File: src/rtl/imem_boot_loader.sv
// Byte-stream boot loader: parses {N_hi, N_lo, N big-endian words, XOR checksum}, writes words into
// instruction memory and holds the pipeline in reset until a verified image has been loaded.
module imem_boot_loader #(
    parameter int unsigned IMEM_DEPTH = 256,
    parameter int unsigned ADDR_W     = 8
) (
    input  logic              clk,
    input  logic              rst_n,
    input  logic              s_valid,
    input  logic [7:0]        s_data,
    output logic              s_ready,
    input  logic              reload,
    output logic              im_we,
    output logic [ADDR_W-1:0] im_addr,
    output logic [31:0]       im_wdata,
    output logic              cpu_rst,
    output logic              done,
    output logic              err
);

    typedef enum logic [2:0] {
        ST_HDR_HI,
        ST_HDR_LO,
        ST_DATA,
        ST_CHK,
        ST_DONE,
        ST_ERR
    } state_e;

    state_e            state_q, state_d;
    logic [15:0]       n_q, n_d;
    logic [15:0]       wcnt_q, wcnt_d;
    logic [1:0]        bidx_q, bidx_d;
    logic [23:0]       word_q, word_d;
    logic [7:0]        acc_q, acc_d;
    logic              im_we_q, im_we_d;
    logic [ADDR_W-1:0] im_addr_q, im_addr_d;
    logic [31:0]       im_wdata_q, im_wdata_d;
    logic              cpu_rst_q, cpu_rst_d;
    logic              done_q, done_d;
    logic              err_q, err_d;

    logic              xfer;
    logic [15:0]       n_full;

    assign s_ready = (state_q != ST_DONE) && (state_q != ST_ERR);
    assign xfer    = s_valid & s_ready;
    assign n_full  = {n_q[15:8], s_data};

    always_comb begin
        state_d    = state_q;
        n_d        = n_q;
        wcnt_d     = wcnt_q;
        bidx_d     = bidx_q;
        word_d     = word_q;
        acc_d      = acc_q;
        im_we_d    = 1'b0;
        im_wdata_d = im_wdata_q;
        // Address advances the cycle after each write pulse.
        im_addr_d  = im_we_q ? im_addr_q + ADDR_W'(1) : im_addr_q;

        case (state_q)
            ST_HDR_HI: begin
                if (xfer) begin
                    n_d     = {s_data, 8'h00};
                    acc_d   = acc_q ^ s_data;
                    state_d = ST_HDR_LO;
                end
            end
            ST_HDR_LO: begin
                if (xfer) begin
                    n_d   = n_full;
                    acc_d = acc_q ^ s_data;
                    if (32'(n_full) > IMEM_DEPTH) begin
                        state_d = ST_ERR;
                    end else if (n_full == 16'd0) begin
                        state_d = ST_CHK;
                    end else begin
                        state_d = ST_DATA;
                    end
                end
            end
            ST_DATA: begin
                if (xfer) begin
                    acc_d  = acc_q ^ s_data;
                    bidx_d = bidx_q + 2'd1;
                    word_d = {word_q[15:0], s_data};
                    if (bidx_q == 2'd3) begin
                        im_we_d    = 1'b1;
                        im_wdata_d = {word_q, s_data};
                        wcnt_d     = wcnt_q + 16'd1;
                        if (wcnt_q == n_q - 16'd1) begin
                            state_d = ST_CHK;
                        end
                    end
                end
            end
            ST_CHK: begin
                if (xfer) begin
                    state_d = (s_data == acc_q) ? ST_DONE : ST_ERR;
                end
            end
            ST_DONE, ST_ERR: begin
                if (reload) begin
                    state_d    = ST_HDR_HI;
                    n_d        = '0;
                    wcnt_d     = '0;
                    bidx_d     = '0;
                    word_d     = '0;
                    acc_d      = '0;
                    im_addr_d  = '0;
                    im_wdata_d = '0;
                end
            end
            default: state_d = ST_ERR;
        endcase

        cpu_rst_d = (state_d != ST_DONE);
        done_d    = (state_d == ST_DONE);
        err_d     = (state_d == ST_ERR);
    end

    always_ff @(posedge clk or negedge rst_n) begin
        if (!rst_n) begin
            state_q    <= ST_HDR_HI;
            n_q        <= '0;
            wcnt_q     <= '0;
            bidx_q     <= '0;
            word_q     <= '0;
            acc_q      <= '0;
            im_we_q    <= 1'b0;
            im_addr_q  <= '0;
            im_wdata_q <= '0;
            cpu_rst_q  <= 1'b1;
            done_q     <= 1'b0;
            err_q      <= 1'b0;
        end else begin
            state_q    <= state_d;
            n_q        <= n_d;
            wcnt_q     <= wcnt_d;
            bidx_q     <= bidx_d;
            word_q     <= word_d;
            acc_q      <= acc_d;
            im_we_q    <= im_we_d;
            im_addr_q  <= im_addr_d;
            im_wdata_q <= im_wdata_d;
            cpu_rst_q  <= cpu_rst_d;
            done_q     <= done_d;
            err_q      <= err_d;
        end
    end

    assign im_we    = im_we_q;
    assign im_addr  = im_addr_q;
    assign im_wdata = im_wdata_q;
    assign cpu_rst  = cpu_rst_q;
    assign done     = done_q;
    assign err      = err_q;

endmodule
File: config.mk
export PLATFORM = sky130hd
export DESIGN_NAME = imem_boot_loader
export DESIGN_NICKNAME = d
export VERILOG_FILES = /design/src/rtl/imem_boot_loader.sv
export SDC_FILE = /design/constraint.sdc
export NUM_CORES = 1
export LEC_CHECK = 0
export BUFFER_PORTS_ARGS = -buffer_cell sky130_fd_sc_hd__buf_4
export CAP_MARGIN = 5
export CORE_ASPECT_RATIO = 0.7
export CORE_MARGIN = 4
export CORE_UTILIZATION = 63
export CTS_CLUSTER_SIZE = 8
export DETAILED_ROUTE_END_ITERATION = 8
export PLACE_DENSITY = 0.85
export SYNTH_ARGS = -nofsm -noshare
export SYNTH_HDL_FRONTEND = slang
export SYNTH_SLANG_ARGS = --single-unit
File: constraint.sdc
create_clock -name clk -period 4.45 [get_ports clk]
set_input_delay 0.6675 -clock clk [delete_from_list [all_inputs] [get_ports clk]]
set_output_delay 0.6675 -clock clk [all_outputs]
set_load 0.01 [all_outputs]
After elaboration in Yosys (flattened, before gate mapping) --
Index checks and enable logic that the tools add are counted.
Storage, ports and cells: register bits after elaboration 113, word-level logic and storage cells 91, memories 0, RAM bits 0, latch bits 0, ROM bits 0, input bits 12, output and inout bits 45
Operators by class: muxes and demuxes 37, reductions and logical operators 14, multiply operators 0, divide/modulo/power cells 0, magnitude comparators 1, shift operators 0, bitwise logic cells 3, eq/ne operators 19, add/sub/neg operators 4
Operators by type and width (count):
- 32-bit 2-to-1 mux | 3
- 16-bit 2-to-1 mux | 4
- 32-bit one-hot mux with 2 select lines | 1
- 24-bit 2-to-1 mux | 2
- 8-bit 2-to-1 mux | 6
- 16-bit one-hot mux with 3 select lines | 1
- 24-bit one-hot mux with 2 select lines | 1
- 16-bit one-hot mux with 2 select lines | 1
- 3-bit 2-to-1 mux | 8
- 16-bit by 1-bit adder with 16-bit output (second input constant) | 1
- 16-bit equality test | 1
- 16-bit by 9-bit > comparator with 1-bit output (second input constant) | 1
- 16-bit logical NOT | 1
- 8-bit one-hot mux with 2 select lines | 1
- 16-bit by 1-bit subtractor with 16-bit output (second input constant) | 1
- 3-bit one-hot mux with 5 select lines | 1
- 3-bit equality test (second input constant) | 4
- 4-bit AND reduction | 3
- 2-bit != test (second input constant) | 5
- 3-bit != test (second input constant) | 3
- 8-bit by 1-bit adder with 8-bit output (second input constant) | 1
- 8-bit equality test | 1
- 8-bit bitwise XOR | 1
- 3-bit by 2-bit equality test with 1-bit output (second input constant) | 2
- other kinds (16) | 24

Depth between registers and ports, before layout --
word-level depth 7, mapped depth 9, depth with buffers taken out 7

Worst setup path before layout --
Ideal clock, no wire load.
kind input to register, start input port s_data[4], end register state_q[0], stages 6, setup time 0.140 ns, path buffers 1, data arrival time 1.980 ns, required time 4.310 ns, setup slack 2.331 ns, cell sequence buf_2 > or4_1 > o21ai_0 > nand3_1 > a31oi_1 > o41ai_2
Between the ends: cells in the longest elaborated chain, start to end 5, elaborated cells on any way between the ends 9, those cells by class order compare (1); eq/ne (1); mux (6); reduce/logical (1)
Ends and longest elaborated chain:
- from (decl) | line 10 | input logic [7:0] s_data,
- branches (longest 4 deep; another with 16-bit by 9-bit > comparator with 1-bit output)
- 3-bit one-hot mux with 5 select lines (*) | line 62 | case (state_q)
- named net state_d[0] | line 30 | state_e state_q, state_d;
- to (signal assigned) | line 138 | state_q <= state_d;
- to (decl) | line 30
Mark *: on every way through the listed nets, which the timed path passes. A chain may end at the register's enable or synchronous reset.

Worst setup path after layout --
start register state_q[1], end register wcnt_q[5]
Between the ends: cells in the longest elaborated chain, start to end 5, elaborated cells on any way between the ends 14, those cells by class eq/ne (8); mux (1); bitwise (1); reduce/logical (4)
Ends and longest elaborated chain:
- 3-bit != test | line 46 | assign s_ready = (state_q != ST_DONE) && (state_q != ST_ERR);
- 1-bit logical AND | line 46
- 1-bit AND | line 47 | assign xfer = s_valid & s_ready;
- 2-bit != test (no line)
- 4-bit AND reduction (no line)
- to (signal assigned) | line 140 | wcnt_q <= wcnt_d;
- to (decl) | line 32 | logic [15:0] wcnt_q, wcnt_d;
Several ways; a longest one is shown, not always the timed one.

==> impl_metrics.env <==
export IMPL_synth_cells=604
export IMPL_final_common_cell="nand2_1"
export IMPL_cp_required_ns=4.78
export IMPL_clock_root_buffer="clkbuf_16"
export IMPL_antenna_found_initial=0
export IMPL_vias=4603
export IMPL_ir_drop_mv=0.363
export IMPL_final_max_slew_viol_count=0
export IMPL_core_area_um2=8440
export IMPL_place_ws_ns=1.67
export IMPL_ys_types=51
export IMPL_fin_skew_ns=0.00795
export IMPL_startpoint_type="flip-flop"
export IMPL_critPathCaptureType="flip-flop"
export IMPL_portBuffers=56
export IMPL_fillCellCount=531
export IMPL_antennaDiodeCount=0
export IMPL_synth_avg_cell_area_um2=9.02
export IMPL_fin_hold_ws_ns=0.444
export IMPL_yosysTopAreaCell="dfrtp_1"
export IMPL_cts_sinks=113
export IMPL_setup_viol=0
export IMPL_die_height_um=85.8
export IMPL_crit_top_cell="buf_4"
export IMPL_grt_pass1_wl_mm=22.6
export IMPL_layout_setup_ws_ns=1.82
export IMPL_crit_chain="nor4bb_4, buf_4, and2_2, buf_4, nand3_1, xor2_1, nor2_1"
export IMPL_max_stage_delay_ns=0.58
export IMPL_final_setup_tns_ns=0
export IMPL_hold_class="input port to async pin"
export IMPL_drt_iter0_markers=438
export IMPL_chipWidth_um=119
export IMPL_outcome="finished, final reports clean"
export IMPL_clk_pin_slew_ns=0.05
export IMPL_total_power_mw=3.93
export IMPL_areaGrowthSynthToFinish_pct=20.0
export IMPL_initial_core_util_pct=64.5
export IMPL_synth_top_area_share_pct=51.4
export IMPL_cts_hold_buf=0
export IMPL_layout_common_cells="nand2_1, dfrtp_1, o21ai_0, buf_4, nor2_1"
export IMPL_post_drt_wl_per_cell_um=17.1
export IMPL_grt_total_usage_pct=28.2
export IMPL_rsz0062_at_grt="no"
export IMPL_dp_final_hpwl_mm=8.12
export IMPL_clockBufferDepth=2
export IMPL_async_flop_share_pct=100
export IMPL_rows=28
export IMPL_grt_max_degree=85
export IMPL_startpoint="state_q[1]$_DFF_PN0_"
export IMPL_slew_headroom_pct=32.4
export IMPL_grt_pass1_vias=4558
export IMPL_synth_seq_cells=113
export IMPL_cts_tree="yes"
export IMPL_yosysWarnings=0
export IMPL_p_per_area_nw_per_um2=601
export IMPL_clk_latency_ns=0.41
export IMPL_crit_slowest_cell="dfrtp_1"
export IMPL_fin_crit_sh_pct=59.0
export IMPL_ant_nets=0
export IMPL_yosys_top_cells_area="dfrtp_1, nand2_1, o21ai_0"
export IMPL_dieArea_um2=10200
export IMPL_path_max_fanout=73
export IMPL_grt_overflow=0
export IMPL_routabilityCongestion=0.873
export IMPL_crit_type="flip-flop to flip-flop"
export IMPL_avgViaCountPerCell=5.92
export IMPL_firstDrtPassIters=7
export IMPL_syn_nets=620
export IMPL_synthFlopType="dfrtp_1"
export IMPL_cts_buffers=17
export IMPL_drc_errors=0
export IMPL_finalWirelength_mm=13.3
export IMPL_period_needed_ns=2.63
export IMPL_leakage_nw=3.09
export IMPL_cts_resized=0
export IMPL_max_freq_mhz=381
export IMPL_syn_area_um2=5450
export IMPL_synth_edf_count=0
export IMPL_seq_area_frac_synth_pct=51.9
export IMPL_worstMarginPinSlew_ns=1.01
export IMPL_drive_above_1_share_pct=15.8
export IMPL_max_cap_viol_count=0
export IMPL_hold_viol=0
export IMPL_htree_levels=4
export IMPL_postCtsSetupBuffers=0
export IMPL_crit_reg2reg_launch="state_q[1]$_DFF_PN0_"
export IMPL_finish_net_count=660
export IMPL_critPathArrivalTime_ns=2.95
export IMPL_ios=57
==> power by group <==
part / internal [mW] / leakage [nW] / total, mW / switching [mW]
sequential: 1.18 / 1.55 / 1.38 / 0.204
combinational: 0.446 / 1.22 / 1.12 / 0.670
clock: 0.980 / 0.312 / 1.43 / 0.453
==> through the flow <==
stage               area, um2  utilization, %  std cells
floorplan                5450               -        604
global placement         5910            70.0        745
detailed placement       5910            70.0        745
CTS                      6540            77.4        777
global route             6540            77.4        777
finish                   6540            77.4        777
==> final timing paths <==
path,cells after the start,slack (ns),to
setup / recovery,7,1.82,wcnt_q[5]$_DFFE_PN0P_
hold / removal,1,0.44,im_addr[1]$_DFF_PN0_
setup reg to reg,7,1.82,wcnt_q[5]$_DFFE_PN0P_
hold reg to reg,2,0.49,im_wdata[31]$_DFFE_PN0P_
max in group asynchronous,2,2.99,cpu_rst$_DFF_PN1_
min in group clk,2,0.49,im_wdata[31]$_DFFE_PN0P_
==> cell families after synthesis <==
logic type / after synthesis / share of synthesized area (%)
buffers and inverters: 53 / 3.93
flip-flops: 113 / 51.9
adder cells (fa/ha/maj): 4 / 0.919
XOR/XNOR: 42 / 6.75
AO/OA/AOI/OAI: 124 / 13.1
multiplexers: 6 / 1.13
AND/OR/NAND/NOR: 262 / 22.3
==> state kept, by name (all words and copies together) (netlist names) <==
| signal | cells |
|---|---|
| im_addr | 8 |
| bidx_q | 2 |
| err | 1 |
| im_wdata | 32 |
| im_we | 1 |
| word_q | 24 |
| n_q | 16 |
| state_q | 3 |
| done | 1 |
| acc_q | 8 |
| wcnt_q | 16 |
| cpu_rst | 1 |
==> final cells by class <==
type | count | area (um2) | area share (%)
clock buffers | 23 | 478 | 7.31
clock inverters | 9 | 153 | 2.33
inverters | 13 | 48.8 | 0.746
multi-input cells | 438 | 2420 | 37.0
flip-flops and latches | 113 | 2830 | 43.3
well taps | 120 | 150 | 2.30
repair buffers | 61 | 458 | 7.00
==> cell usage after synthesis (all sizes together) (2+ instances only) <==
master	number
inv	13
o31ai	2
a22o	2
nor4b	2
a21o	10
a21oi	8
a211oi	2
nand2b	3
nor2b	10
dfrtp	112
nor2	27
or3	2
buf	10
nand2	156
nor4bb	2
a41o	2
nand3	18
o21ai	88
and3b	2
nor4	7
ha	4
or2	3
and2	4
clkbuf	30
xnor2	16
mux2i	5
or4	5
o31a	2
a31oi	3
and3	3
xor2	26
nand4	7
nor3	8
==> layer usage <==
layer / up-vias / global-route usage (%) / wire (um)
met5: - / 0 / 0
met4: 0 / 11.7 / 301
met3: 44 / 6.79 / 980
met2: 209 / 44.3 / 6300
met1: 2238 / 38.1 / 5700
li1: 2112 / - / -
==> critical path: cells and delay by family (launching register included) <==
kind          cells  cell delay (ns)
simple gates      4             0.81
flops             1             0.58
xor+xnor          1             0.18
buf+inv           2             0.93
(Power assumes the default switching activity.)
